`config.mk`:
```
export PLATFORM = sky130hd
export DESIGN_NAME = i2s_audio_tx
export DESIGN_NICKNAME = d
export VERILOG_FILES = /design/src/rtl/i2s_audio_tx.sv
export SDC_FILE = /design/constraint.sdc
export NUM_CORES = 1
export LEC_CHECK = 0
export BUFFER_PORTS_ARGS = -buffer_cell sky130_fd_sc_hd__buf_2
export CAP_MARGIN = 20
export CELL_PAD_IN_SITES_DETAIL_PLACEMENT = 1
export CELL_PAD_IN_SITES_GLOBAL_PLACEMENT = 1
export CORE_MARGIN = 4
export CORE_UTILIZATION = 25
export CTS_CLUSTER_SIZE = 12
export DETAILED_ROUTE_END_ITERATION = 8
export HOLD_SLACK_MARGIN = 0.08
export PLACE_DENSITY = 0.54
export RECOVER_POWER = 25
export SLEW_MARGIN = 0
export SYNTH_ARGS = -nofsm -noshare
export SYNTH_HDL_FRONTEND = slang
export SYNTH_SLANG_ARGS = --single-unit
```
`constraint.sdc`:
```
create_clock -name clock -period 2.86 [get_ports clock]
set_clock_uncertainty 0.1 [all_clocks]
set_input_delay 0.143 -clock clock [delete_from_list [all_inputs] [get_ports clock]]
set_output_delay 0.143 -clock clock [all_outputs]
set_load 0.05 [all_outputs]
```
`src/rtl/i2s_audio_tx.sv`:
```
// rtl/i2s_audio_tx.sv - I2S stereo transmitter with fractional MCLK, sample FIFO and clock-enable bit timing
module i2s_audio_tx #(
    parameter int ACC_INC       = 245760,
    parameter int ACC_MOD       = 742500,
    parameter int ACC_WIDTH     = 22,
    parameter int MCLK_DIV      = 4,
    parameter int SLOT_BITS     = 32,
    parameter int SAMPLE_WIDTH  = 16,
    parameter int FIFO_DEPTH    = 4,
    parameter int UNDERRUN_MODE = 0
) (
    input  logic                          clock,
    input  logic                          reset,
    input  logic [SAMPLE_WIDTH-1:0]       sample_l,
    input  logic [SAMPLE_WIDTH-1:0]       sample_r,
    input  logic                          sample_valid,
    output logic                          sample_ready,
    output logic [$clog2(FIFO_DEPTH):0]   fifo_level,
    output logic                          frame_strobe,
    output logic                          underrun,
    output logic                          audio_mclk,
    output logic                          audio_lrck,
    output logic                          audio_dac
);
    localparam int PW = $clog2(2 * SLOT_BITS);
    localparam int DW = $clog2(MCLK_DIV);
    localparam int AW = $clog2(FIFO_DEPTH);
    localparam int LW = AW + 1;

    localparam logic [ACC_WIDTH-1:0] MOD      = ACC_WIDTH'(ACC_MOD);
    localparam logic [ACC_WIDTH-1:0] INC      = ACC_WIDTH'(ACC_INC);
    localparam logic [DW-1:0]        DIV_LAST = DW'(MCLK_DIV - 1);
    localparam logic [PW-1:0]        POS_LAST = PW'(2 * SLOT_BITS - 1);
    localparam logic [PW-1:0]        POS_SLOT = PW'(SLOT_BITS);
    localparam logic [LW-1:0]        DEPTH_L  = LW'(FIFO_DEPTH);

    logic [ACC_WIDTH-1:0]    acc;
    logic [DW-1:0]           div_cnt;
    logic [PW-1:0]           pos;
    logic [PW-1:0]           pos_next;
    logic                    mclk_toggle;
    logic                    mclk_rise;
    logic                    bit_tick;
    logic                    frame_start;

    logic [SAMPLE_WIDTH-1:0] lat_l;
    logic [SAMPLE_WIDTH-1:0] lat_r;
    logic [SAMPLE_WIDTH-1:0] mem_l [FIFO_DEPTH];
    logic [SAMPLE_WIDTH-1:0] mem_r [FIFO_DEPTH];
    logic [AW-1:0]           wr_ptr;
    logic [AW-1:0]           rd_ptr;
    logic                    push;
    logic                    pop;
    logic                    fifo_empty;

    int                      dac_pos;
    logic [SAMPLE_WIDTH-1:0] dac_shift;
    logic                    dac_next;

    assign mclk_toggle  = (acc >= MOD);
    assign mclk_rise    = mclk_toggle && !audio_mclk;
    assign bit_tick     = mclk_rise && (div_cnt == DIV_LAST);
    assign pos_next     = (pos == POS_LAST) ? '0 : pos + 1'b1;
    assign frame_start  = bit_tick && (pos == POS_LAST);

    assign fifo_empty   = (fifo_level == '0);
    assign sample_ready = !reset && (fifo_level != DEPTH_L);
    assign push         = sample_valid && sample_ready;
    assign pop          = frame_start && !fifo_empty;

    // On a frame start the latch is reloaded on the same edge, so p = 0 still sees the old right LSB.
    always_comb begin
        dac_pos   = int'(pos_next);
        dac_shift = '0;
        dac_next  = 1'b0;
        if (dac_pos >= 1 && dac_pos <= SAMPLE_WIDTH) begin
            dac_shift = lat_l >> (SAMPLE_WIDTH - dac_pos);
            dac_next  = dac_shift[0];
        end else if (dac_pos >= SLOT_BITS + 1 && dac_pos <= SLOT_BITS + SAMPLE_WIDTH) begin
            dac_shift = lat_r >> (SAMPLE_WIDTH - (dac_pos - SLOT_BITS));
            dac_next  = dac_shift[0];
        end else if (dac_pos == 0 && SAMPLE_WIDTH == SLOT_BITS) begin
            dac_next  = lat_r[0];
        end
    end

    always_ff @(posedge clock) begin
        if (reset) begin
            acc          <= '0;
            audio_mclk   <= 1'b0;
            div_cnt      <= '0;
            pos          <= POS_LAST;
            audio_lrck   <= 1'b0;
            audio_dac    <= 1'b0;
            frame_strobe <= 1'b0;
            underrun     <= 1'b0;
            lat_l        <= '0;
            lat_r        <= '0;
        end else begin
            frame_strobe <= frame_start;
            underrun     <= frame_start && fifo_empty;

            if (mclk_toggle) begin
                acc        <= acc - MOD + INC;
                audio_mclk <= !audio_mclk;
            end else begin
                acc        <= acc + INC;
            end

            if (mclk_rise) begin
                div_cnt <= (div_cnt == DIV_LAST) ? '0 : div_cnt + 1'b1;
            end

            if (bit_tick) begin
                pos        <= pos_next;
                audio_lrck <= (pos_next >= POS_SLOT);
                audio_dac  <= dac_next;
            end

            if (pop) begin
                lat_l <= mem_l[rd_ptr];
                lat_r <= mem_r[rd_ptr];
            end else if (frame_start && UNDERRUN_MODE == 0) begin
                lat_l <= '0;
                lat_r <= '0;
            end
        end
    end

    always_ff @(posedge clock) begin
        if (push) begin
            mem_l[wr_ptr] <= sample_l;
            mem_r[wr_ptr] <= sample_r;
        end
    end

    // No bypass: a push landing on a frame-start cycle into an empty FIFO waits for the next frame.
    always_ff @(posedge clock) begin
        if (reset) begin
            wr_ptr     <= '0;
            rd_ptr     <= '0;
            fifo_level <= '0;
        end else begin
            if (push) begin
                wr_ptr <= wr_ptr + 1'b1;
            end
            if (pop) begin
                rd_ptr <= rd_ptr + 1'b1;
            end
            if (push && !pop) begin
                fifo_level <= fifo_level + 1'b1;
            end else if (pop && !push) begin
                fifo_level <= fifo_level - 1'b1;
            end
        end
    end
endmodule

```
Yosys cells after proc, flatten, opt, wreduce, memory -nomap -nowiden
Memories as Yosys holds them, arrays and structs flattened. A register that Yosys moved wholly into a read port is not among the register bits.
Cells that the tools add are included.

cells by class
  multiply operators = 0
  bitwise gates (word level) = 0
  add/sub/neg operators = 12
  div/mod/pow operators = 0
  shifts and indexed selects = 2
  reduce and logical (&&, ||, !) cells = 19
  muxes and demuxes = 16
  equality and inequality tests = 3
  order comparisons = 6

operator list
  operator                                                                          count
  16-bit by 32-bit right shift with 1-bit output                                    2
  16-bit two-way mux                                                                3
  22-bit by 18-bit adder with 22-bit output, second input constant                  2
  22-bit by 20-bit >= comparator with 1-bit output, second input constant           1
  22-bit two-way mux                                                                1
  22-bit by 20-bit subtractor with 22-bit output, second input constant             1
  6-bit >= comparator, second input constant                                        2
  1-bit logical AND                                                                 11
  2-bit two-way mux                                                                 5
  6-bit by 7-bit subtractor with 8-bit output, first input constant                 1
  5-bit by 6-bit subtractor with 7-bit output, first input constant                 1
  6-bit by 6-bit subtractor with 7-bit output, second input constant                1
  2-bit by 1-bit adder with 2-bit output, second input constant                     3
  6-bit by 1-bit adder with 6-bit output, second input constant                     1
  6-bit == test, second input constant                                              1
  6-bit by 1-bit >= comparator with 1-bit output, second input constant             1
  6-bit by 5-bit less-or-equal comparator with 1-bit output, second input constant  1
  6-bit less-or-equal comparator, second input constant                             1
  3-bit two-way mux                                                                 2
  6-bit two-way mux                                                                 1
  1-bit logical NOT                                                                 5
  1-bit two-way mux                                                                 4
  2-bit nonzero test                                                                2
  3-bit by 1-bit adder with 3-bit output, second input constant                     1
  4 further kinds                                                                   4

word-level totals
  bits in writable memories = 128
  input bits = 35
  output and inout port bits = 9
  bits in read-only memories = 0
  word-level logic and storage cells = 73
  bits in latches = 0
  memories kept = 2
  register bits = 74

memories
  name   words  width  read ports  clocked after Yosys merged registers in  wr ports  line  RTL
  mem_l  4      16     1           1                                        1         48    logic [SAMPLE_WIDTH-1:0] mem_l [FIFO_DEPTH];
  mem_r  4      16     1           1                                        1         49    logic [SAMPLE_WIDTH-1:0] mem_r [FIFO_DEPTH];

Longest topological paths before layout
Gate-level depths: netlist of run 1.

  depth after elaboration = 8
  mapped depth = 14
  mapped depth without buffers = 13

Worst setup path before layout of run 1
No wires, ideal clock.

  path kind = register -> register
  start point = register fifo_level[0]
  end point = register fifo_level[2]
  stages on the path, launching flop included = 11
  path buffers = 1
  setup time = 0.071 ns
  required time = 2.689 ns
  arrival = 3.317 ns
  clock period less this slack = 3.488 ns
  path slack = -0.628 ns
  cell sequence = dfxtp_1 -> nor2_1 -> a21oi_1 -> and2_1 -> clkbuf_1 -> ha_1 -> inv_1 -> fa_1 -> xor2_1 -> or3_1 -> a21oi_1

between the ends
  cells in the longest elaborated chain, start to end = 6
  elaborated cells on any way between the ends = 15
  those cells by class = 2 x add/sub; 1 x eq/ne; 2 x mux; 10 x reduce/logical

RTL lines
  item                          line  RTL
  from (decl)                   18    output logic [$clog2(FIFO_DEPTH):0] fifo_level,
  from (signal assigned)        151   fifo_level <= fifo_level + 1'b1;
  from (signal assigned)        153   fifo_level <= fifo_level - 1'b1;
  3-bit inequality test (*)     67    assign sample_ready = !reset && (fifo_level != DEPTH_L);
  1-bit logical AND (*)         67
  via sample_ready              17    output logic sample_ready,
  1-bit logical AND (*)         68    assign push = sample_valid && sample_ready;
  via push                      52    logic push;
  1-bit logical NOT             152   end else if (pop && !push) begin
  1-bit logical AND             152
  2-bit nonzero test (no line)  -

The timed path passes the listed nets; every way through them passes the cells marked *. The select of a mux whose other input is x is not followed.
A chain may end at the register's enable or synchronous reset.

Final worst setup path of run 1
  start point = register acc[7]
  end point = register fifo_level[2]

between the ends
  cells in the longest elaborated chain, start to end = 8
  elaborated cells on any way between the ends = 10
  those cells by class = 1 x order compare; 1 x mux; 8 x reduce/logical

RTL lines
  item                                                            line  RTL
  from (decl)                                                     37    logic [ACC_WIDTH-1:0] acc;
  from (signal assigned)                                          104   acc <= acc - MOD + INC;
  from (signal assigned)                                          107   acc <= acc + INC;
  22-bit by 20-bit >= comparator with 1-bit output (*)            60    assign mclk_toggle = (acc >= MOD);
  1-bit logical AND (*)                                           61    assign mclk_rise = mclk_toggle && !audio_mclk;
  1-bit logical AND (*)                                           62    assign bit_tick = mclk_rise && (div_cnt == DIV_LAST);
  1-bit logical AND (*)                                           64    assign frame_start = bit_tick && (pos == POS_LAST);
  1-bit logical AND (*)                                           69    assign pop = frame_start && !fifo_empty;
  1-bit logical NOT                                               150   if (push && !pop) begin
  1-bit logical AND                                               150
  3-bit two-way mux / 2-bit nonzero test (equally long branches)  -

Mark *: on every way between the ends. The rest lies on a longest branch, timed or not.

==> results.py, run 1 <==
metrics = {
    "critical_path": {
        "worstSetupStartpoint": "acc[7]",
        "end_kind": "flop",
        "reg2reg_to": "fifo_level[2]",
        "ff2ff_path_depth": 11,
        "critPathRequiredTime_ns": 3.20,
        "cp_max_fo": 2,
        "path_class": "reg -> reg",
        "r2r_slack_ns": 0.05,
        "worstReg2RegStart": "acc[7]",
        "worstSetupEndpoint": "fifo_level[2]",
        "worstPathArrival_ns": 3.15,
        "critPathLaunchType": "flop",
    },
    "logic_synthesis": {
        "synth.cell_area_sq_mm": 0.00848,
        "synth-edff-count": 128,
        "synth_ff_type": "edfxtp_1",
        "avgSynthCellArea_sq_um": 13.8,
        "yosys_warnings": 0,
        "seq_area_frac_synth": 0.628,
        "syn_inst": 614,
        "synth_cell_types": 59,
        "ys_seq_elements": 202,
        "synthArstFlopShare": 0,
        "synth_nets": 664,
    },
    "routing": {
        "met3_length_microns": 515,
        "top_layer_used": "met4",
        "vias": 5298,
        "drtAntennaViolNets": 0,
        "drtIter0Drc": 197,
        "drc": 0,
        "firstDrtPassIters": 4,
        "drt-wirelength-per-cell_microns": 16.2,
        "post_drt_via_cell_ratio": 4.42,
        "wl_microns": 19400,
        "m1WireLength_microns": 9100,
        "met2_length_microns": 9360,
    },
    "floorplanning": {
        "dieWidth_microns": 192,
        "dieArea_sq_mm": 0.0369,
        "initial_core_util": 0.253,
        "top_level_ports": 44,
        "std_cell_rows": 67,
        "core-area_sq_mm": 0.0335,
        "die_h_microns": 192,
    },
    "sta": {
        "slew_headroom": 0.594,
        "setup_viol": 0,
        "max_freq_ghz": 0.356,
        "slew_viol_final": 0,
        "min_period_over_period": 0.982,
        "grt_setup_unrepaired": "true",
        "worst_slack_ns": 0.0507,
        "holdWs_ns": 0.107,
        "tightest_slew_ns": 0.609,
        "hold_viol": 0,
        "min_period_ns": 2.81,
    },
    "cts": {
        "htreeDepth": 1,
        "worstSkewPairLatency_ns": 0.52,
        "cts_buffer_depth": 3,
        "cts_tree": "built",
        "cts_sinks": 202,
        "cts_inserted_buffers": 23,
        "clkTransAtPathRegs_ns": 0.06,
        "root_buffer": "clkbuf_16",
    },
    "placement": {
        "detailed_place_hpwl_microns": 12500,
        "portBuffers": 43,
        "place_ws_ns": -0.123,
        "dp.cells": 1113,
        "gp_congestion": 0.769,
    },
    "job": {
        "max_cap_viol_count": 0,
    },
    "layout": {
        "final_cell_mix": "edfxtp_1, dfxtp_1, buf_4, nor2_1, inv_1",
        "fin_nets": 783,
        "layout_commonest_cell": "edfxtp_1",
        "n_antenna_cell": 0,
        "final-instance-count-excl-fill": 1198,
        "areaGrowthSynthToFinish_pct": 24.2,
        "drive_above_1_share": 0.223,
        "multiInputGateArea_sq_mm": 0.00287,
        "seqCellArea_sq_mm": 0.00533,
        "nFillCells": 3644,
    },
    "power_and_ir_drop": {
        "ir_drop_v": 0.000381,
        "leakage_nw": 3.69,
        "power_density_mw_per_mm2": 631,
        "finalPower_mw": 6.65,
    },
    "hold_path": {
        "hold_class": "in -> reg",
        "holdPathStages": 3,
    },
    "global_route": {
        "grt_usage": 0.106,
        "grt_pass1_wl_microns": 31400,
        "antenna_found_initial": 0,
        "first_global_vias": 5644,
        "grt_max_degree": 40,
        "grt-ovfl-total": 0,
    },
    "run_status": {
        "outcome": "finished clean",
    },
}
## worst min path at each step
stage	start	endpoint	slack, ns
after floorplan	sample_l[0]	mem_l[0][0]	0.14
after global placement	sample_r[0]	mem_r[3][0]	0.26
after detailed placement	sample_r[13]	mem_r[1][13]	0.27
after CTS	reset	acc[20]	0.1
after global routing	reset	div_cnt[0]	0.12
final	reset	acc[11]	0.11
## critical path, stage by stage, from the launching register on
cell	delay, ns
dfxtp_2	0.32
or3_4	0.39
a311oi_2	0.28
o21ai_1	0.12
a22o_1	0.22
nand4_1	0.14
ha_2	0.20
inv_2	0.04
fa_2	0.32
xor2_1	0.17
or3_1	0.33
a21oi_2	0.11
## synthesized netlist by cell type, types with 3 or more instances
cell type / instances / area share
a211oi_1: 4 / 0.0035
a21boi_0: 3 / 0.0027
a21o_1: 3 / 0.0027
a21oi_1: 18 / 0.011
a31oi_1: 5 / 0.0037
and2_1: 5 / 0.0037
and3_1: 8 / 0.0059
buf_1: 4 / 0.0018
buf_2: 4 / 0.0024
buf_6: 5 / 0.0066
clkbuf_1: 20 / 0.0088
dfxtp_1: 74 / 0.17
edfxtp_1: 128 / 0.45
ha_1: 14 / 0.021
inv_1: 46 / 0.020
mux2_2: 3 / 0.0040
mux2i_1: 12 / 0.014
mux4_2: 34 / 0.090
nand2_1: 23 / 0.010
nand2b_1: 3 / 0.0022
nand3_1: 12 / 0.0071
nand4_1: 4 / 0.0029
nor2_1: 46 / 0.020
nor2b_1: 4 / 0.0029
nor3_1: 14 / 0.0083
o211ai_1: 5 / 0.0044
o21ai_0: 11 / 0.0065
o22ai_1: 5 / 0.0037
o2bb2ai_1: 28 / 0.029
o2bb2ai_2: 4 / 0.0071
o311ai_0: 4 / 0.0041
or3_1: 5 / 0.0037
xnor2_1: 10 / 0.010
xor2_1: 14 / 0.014
## sequential cells by signal, indices dropped and copies added, names as in the netlist, 3 cells and up, named ones only
signal / cells
mem_r: 64
lat_r: 16
mem_l: 64
acc: 20
lat_l: 16
fifo_level: 3
pos: 6
## routing by layer
metal,up-vias,track usage
met4,0,0.0272
met2,61,0.179
met1,2660,0.143
met5,-,0
met3,27,0.0158
li1,2550,-
## power by group
group          switching (mW)  internal [mW]
registers              0.0905           3.23
clock network            1.13           1.49
logic                   0.382          0.327
## logic make-up after synthesis
family | share of synthesized area
compound gates | 0.0988
xor+xnor | 0.0248
fa+ha+maj | 0.0230
buf+inv | 0.0408
flops | 0.628
mux | 0.108
simple gates | 0.0765
## timing repair
action	4_1_cts	5_1_grt
gates resized for setup	5	10
hold buffers	33	0
endpoints found under the hold margin	130	0
buffers inserted	9	1
pin swaps	5	2
endpoints found under the setup margin	1	4
## final cells by class
class | instances | area share
clock inverters | 11 | 0.00582
multi-input cells | 332 | 0.273
well taps | 448 | 0.0532
flip-flops and latches | 202 | 0.506
clock buffers | 31 | 0.0574
inverters | 46 | 0.0164
repair buffers | 128 | 0.0887
## per-stage QoR
stage | setup TNS [ns] | utilization | cell area, sq um
after global placement | 0 | 0.282 | 9450
after CTS | 0 | 0.314 | 10500
final | 0 | 0.314 | 10500
after detailed placement | -0.123 | 0.282 | 9450
after floorplan | 0 | - | 8500
after global routing | -0.0827 | 0.314 | 10500
No activity file was read; power rests on OpenSTA's default activity.
==> inputs of run 2 (changes only) <==
--- a/config.mk
+++ b/config.mk
@@ -14,7 +14,8 @@
 export CTS_CLUSTER_SIZE = 12
 export DETAILED_ROUTE_END_ITERATION = 8
 export HOLD_SLACK_MARGIN = 0.08
-export PLACE_DENSITY = 0.54
+export MAX_ROUTING_LAYER = met4
+export PLACE_DENSITY = 0.42
 export RECOVER_POWER = 25
 export SLEW_MARGIN = 0
 export SYNTH_ARGS = -nofsm -noshare
==> results.py, run 2 (synthesized netlist as in run 1, its figures left out) <==
metrics = {
    "critical_path": {
        "path_class": "reg -> reg",
        "cp_max_fo": 2,
        "path_cells": "or3_4 > a311oi_2 > o21ai_1 > a22o_1 > nand4_1 > ha_2 > inv_1 > fa_2 > xor2_1 > or3_1 > a21oi_2",
        "slowest_stage": "or3_4",
        "end_kind": "flop",
        "reg2reg_to": "fifo_level[2]",
        "cpPeakStageDelay_ns": 0.39,
        "ff2ff_path_depth": 11,
        "worstPathArrival_ns": 3.18,
        "critPathLaunchType": "flop",
        "r2r_slack_ns": 0.03,
        "worstReg2RegStart": "acc[7]",
        "critPathRequiredTime_ns": 3.21,
    },
    "hold_path": {
        "hold_class": "in -> reg",
        "min_from": "sample_r[3]",
        "holdPathEnd": "mem_r[3][3]",
        "holdPathStages": 2,
    },
    "global_route": {
        "first_global_vias": 5861,
        "grt_usage": 0.117,
        "grt_pass1_wl_microns": 33300,
        "grt-ovfl-total": 0,
        "grt_max_degree": 40,
        "antenna_found_initial": 0,
    },
    "placement": {
        "dp.cells": 1111,
        "detailed_place_hpwl_microns": 12900,
        "place_ws_ns": -0.0833,
        "gp_congestion": 0.760,
        "portBuffers": 43,
    },
    "routing": {
        "drtAntennaViolNets": 0,
        "vias": 5338,
        "drt-wirelength-per-cell_microns": 17.1,
        "drtIter0Drc": 233,
        "wl_microns": 20400,
        "drc": 0,
        "firstDrtPassIters": 6,
        "post_drt_via_cell_ratio": 4.48,
    },
    "sta": {
        "tightest_slew_ns": 0.586,
        "holdWs_ns": 0.293,
        "hold_viol": 0,
        "min_period_ns": 2.83,
        "setup_tns_ns": 0,
        "slew_viol_final": 0,
        "slew_headroom": 0.609,
        "max_freq_ghz": 0.353,
        "setup_viol": 0,
        "grt_setup_unrepaired": "true",
        "min_period_over_period": 0.989,
        "worst_slack_ns": 0.0304,
    },
    "floorplanning": {
        "std_cell_rows": 67,
        "initial_core_util": 0.253,
        "die_h_microns": 192,
        "top_level_ports": 44,
        "dieWidth_microns": 192,
        "core-area_sq_mm": 0.0335,
        "dieArea_sq_mm": 0.0369,
    },
    "cts": {
        "root_buffer": "clkbuf_16",
        "cts_inserted_buffers": 24,
        "clkTransAtPathRegs_ns": 0.06,
        "htreeDepth": 1,
        "worstSkewPairLatency_ns": 0.52,
        "cts_tree": "built",
        "cts_sinks": 202,
        "cts_buffer_depth": 3,
    },
    "layout": {
        "reg_top3": "mem_l x64, mem_r x64, acc x20",
        "fin_nets": 776,
        "drive_above_1_share": 0.214,
        "layout_commonest_cell": "edfxtp_1",
        "final_cell_mix": "edfxtp_1, dfxtp_1, nor2_1, inv_1, buf_4",
        "nFillCells": 3580,
        "areaGrowthSynthToFinish_pct": 25.4,
        "n_antenna_cell": 0,
        "seqCellArea_sq_mm": 0.00533,
        "multiInputGateArea_sq_mm": 0.00285,
        "final-instance-count-excl-fill": 1192,
    },
    "power_and_ir_drop": {
        "power_density_mw_per_mm2": 676,
        "leakage_nw": 3.76,
        "ir_drop_v": 0.000492,
        "finalPower_mw": 7.19,
    },
    "run_status": {
        "outcome": "finished clean",
    },
    "job": {
        "max_cap_viol_count": 0,
    },
}
[run 2: cell count changes in the layout (fill, tap and decap cells not counted), sizes merged]
cell         delta
buf            -11
bufinv          +2
clkbuf          +6
clkinv          -5
dlygate4sd3     +2
[run 2: what timing repair did]
action,4_1_cts,5_1_grt
setup buffers,1,1
pin swaps,5,3
gates resized for setup,6,2
endpoints found under the hold margin,131,0
endpoints found under the setup margin,1,2
hold buffers,35,0
[run 2: metal layers]
layer / vias up / global-route usage / share of wire
met5: - / - / 0
met3: 35 / 0.0222 / 0.039
li1: 2529 / - / -
met1: 2705 / 0.144 / 0.44
met4: 0 / 0.0288 / 0.021
met2: 69 / 0.200 / 0.50
[run 2: critical path: cells and delay by family (launching register included)]
kind            cells  cell delay, ns
flops               1            0.31
xor+xnor            1            0.18
simple gates        3            0.85
compound gates      4            0.74
fa+ha+maj           2            0.53
buf+inv             1            0.05
[run 2: how the worst max path moves through the flow]
stage                 from       endpoint
finish              acc[7]  fifo_level[2]
global route        acc[3]  fifo_level[2]
CTS                 acc[3]  fifo_level[2]
detailed placement  acc[7]  fifo_level[2]
global placement    acc[7]  fifo_level[2]
floorplan           acc[7]  fifo_level[2]
[run 2: power by group]
part	leakage, nW	switching, mW	internal, mW
Combinational	1.58	0.389	0.331
Clock	0.421	1.18	1.98
Sequential	1.76	0.0870	3.23
Total	3.76	1.65	5.54
[run 2: final cells by class]
cell class,instances,share of cell area
flip-flops and latches,202,0.501
repair buffers,120,0.0837
inverters,46,0.0162
well taps,448,0.0527
clock buffers,36,0.0702
clock inverters,8,0.00893
multi-input cells,332,0.267
[run 2: through the flow]
| stage | util | instance area, sq um |
|---|---|---|
| 2_1_floorplan | - | 8500 |
| 3_3_place_gp | 0.281 | 9440 |
| 3_5_place_dp | 0.281 | 9440 |
| 4_1_cts | 0.318 | 10700 |
| 5_1_grt | 0.317 | 10600 |
| 6_report | 0.317 | 10600 |
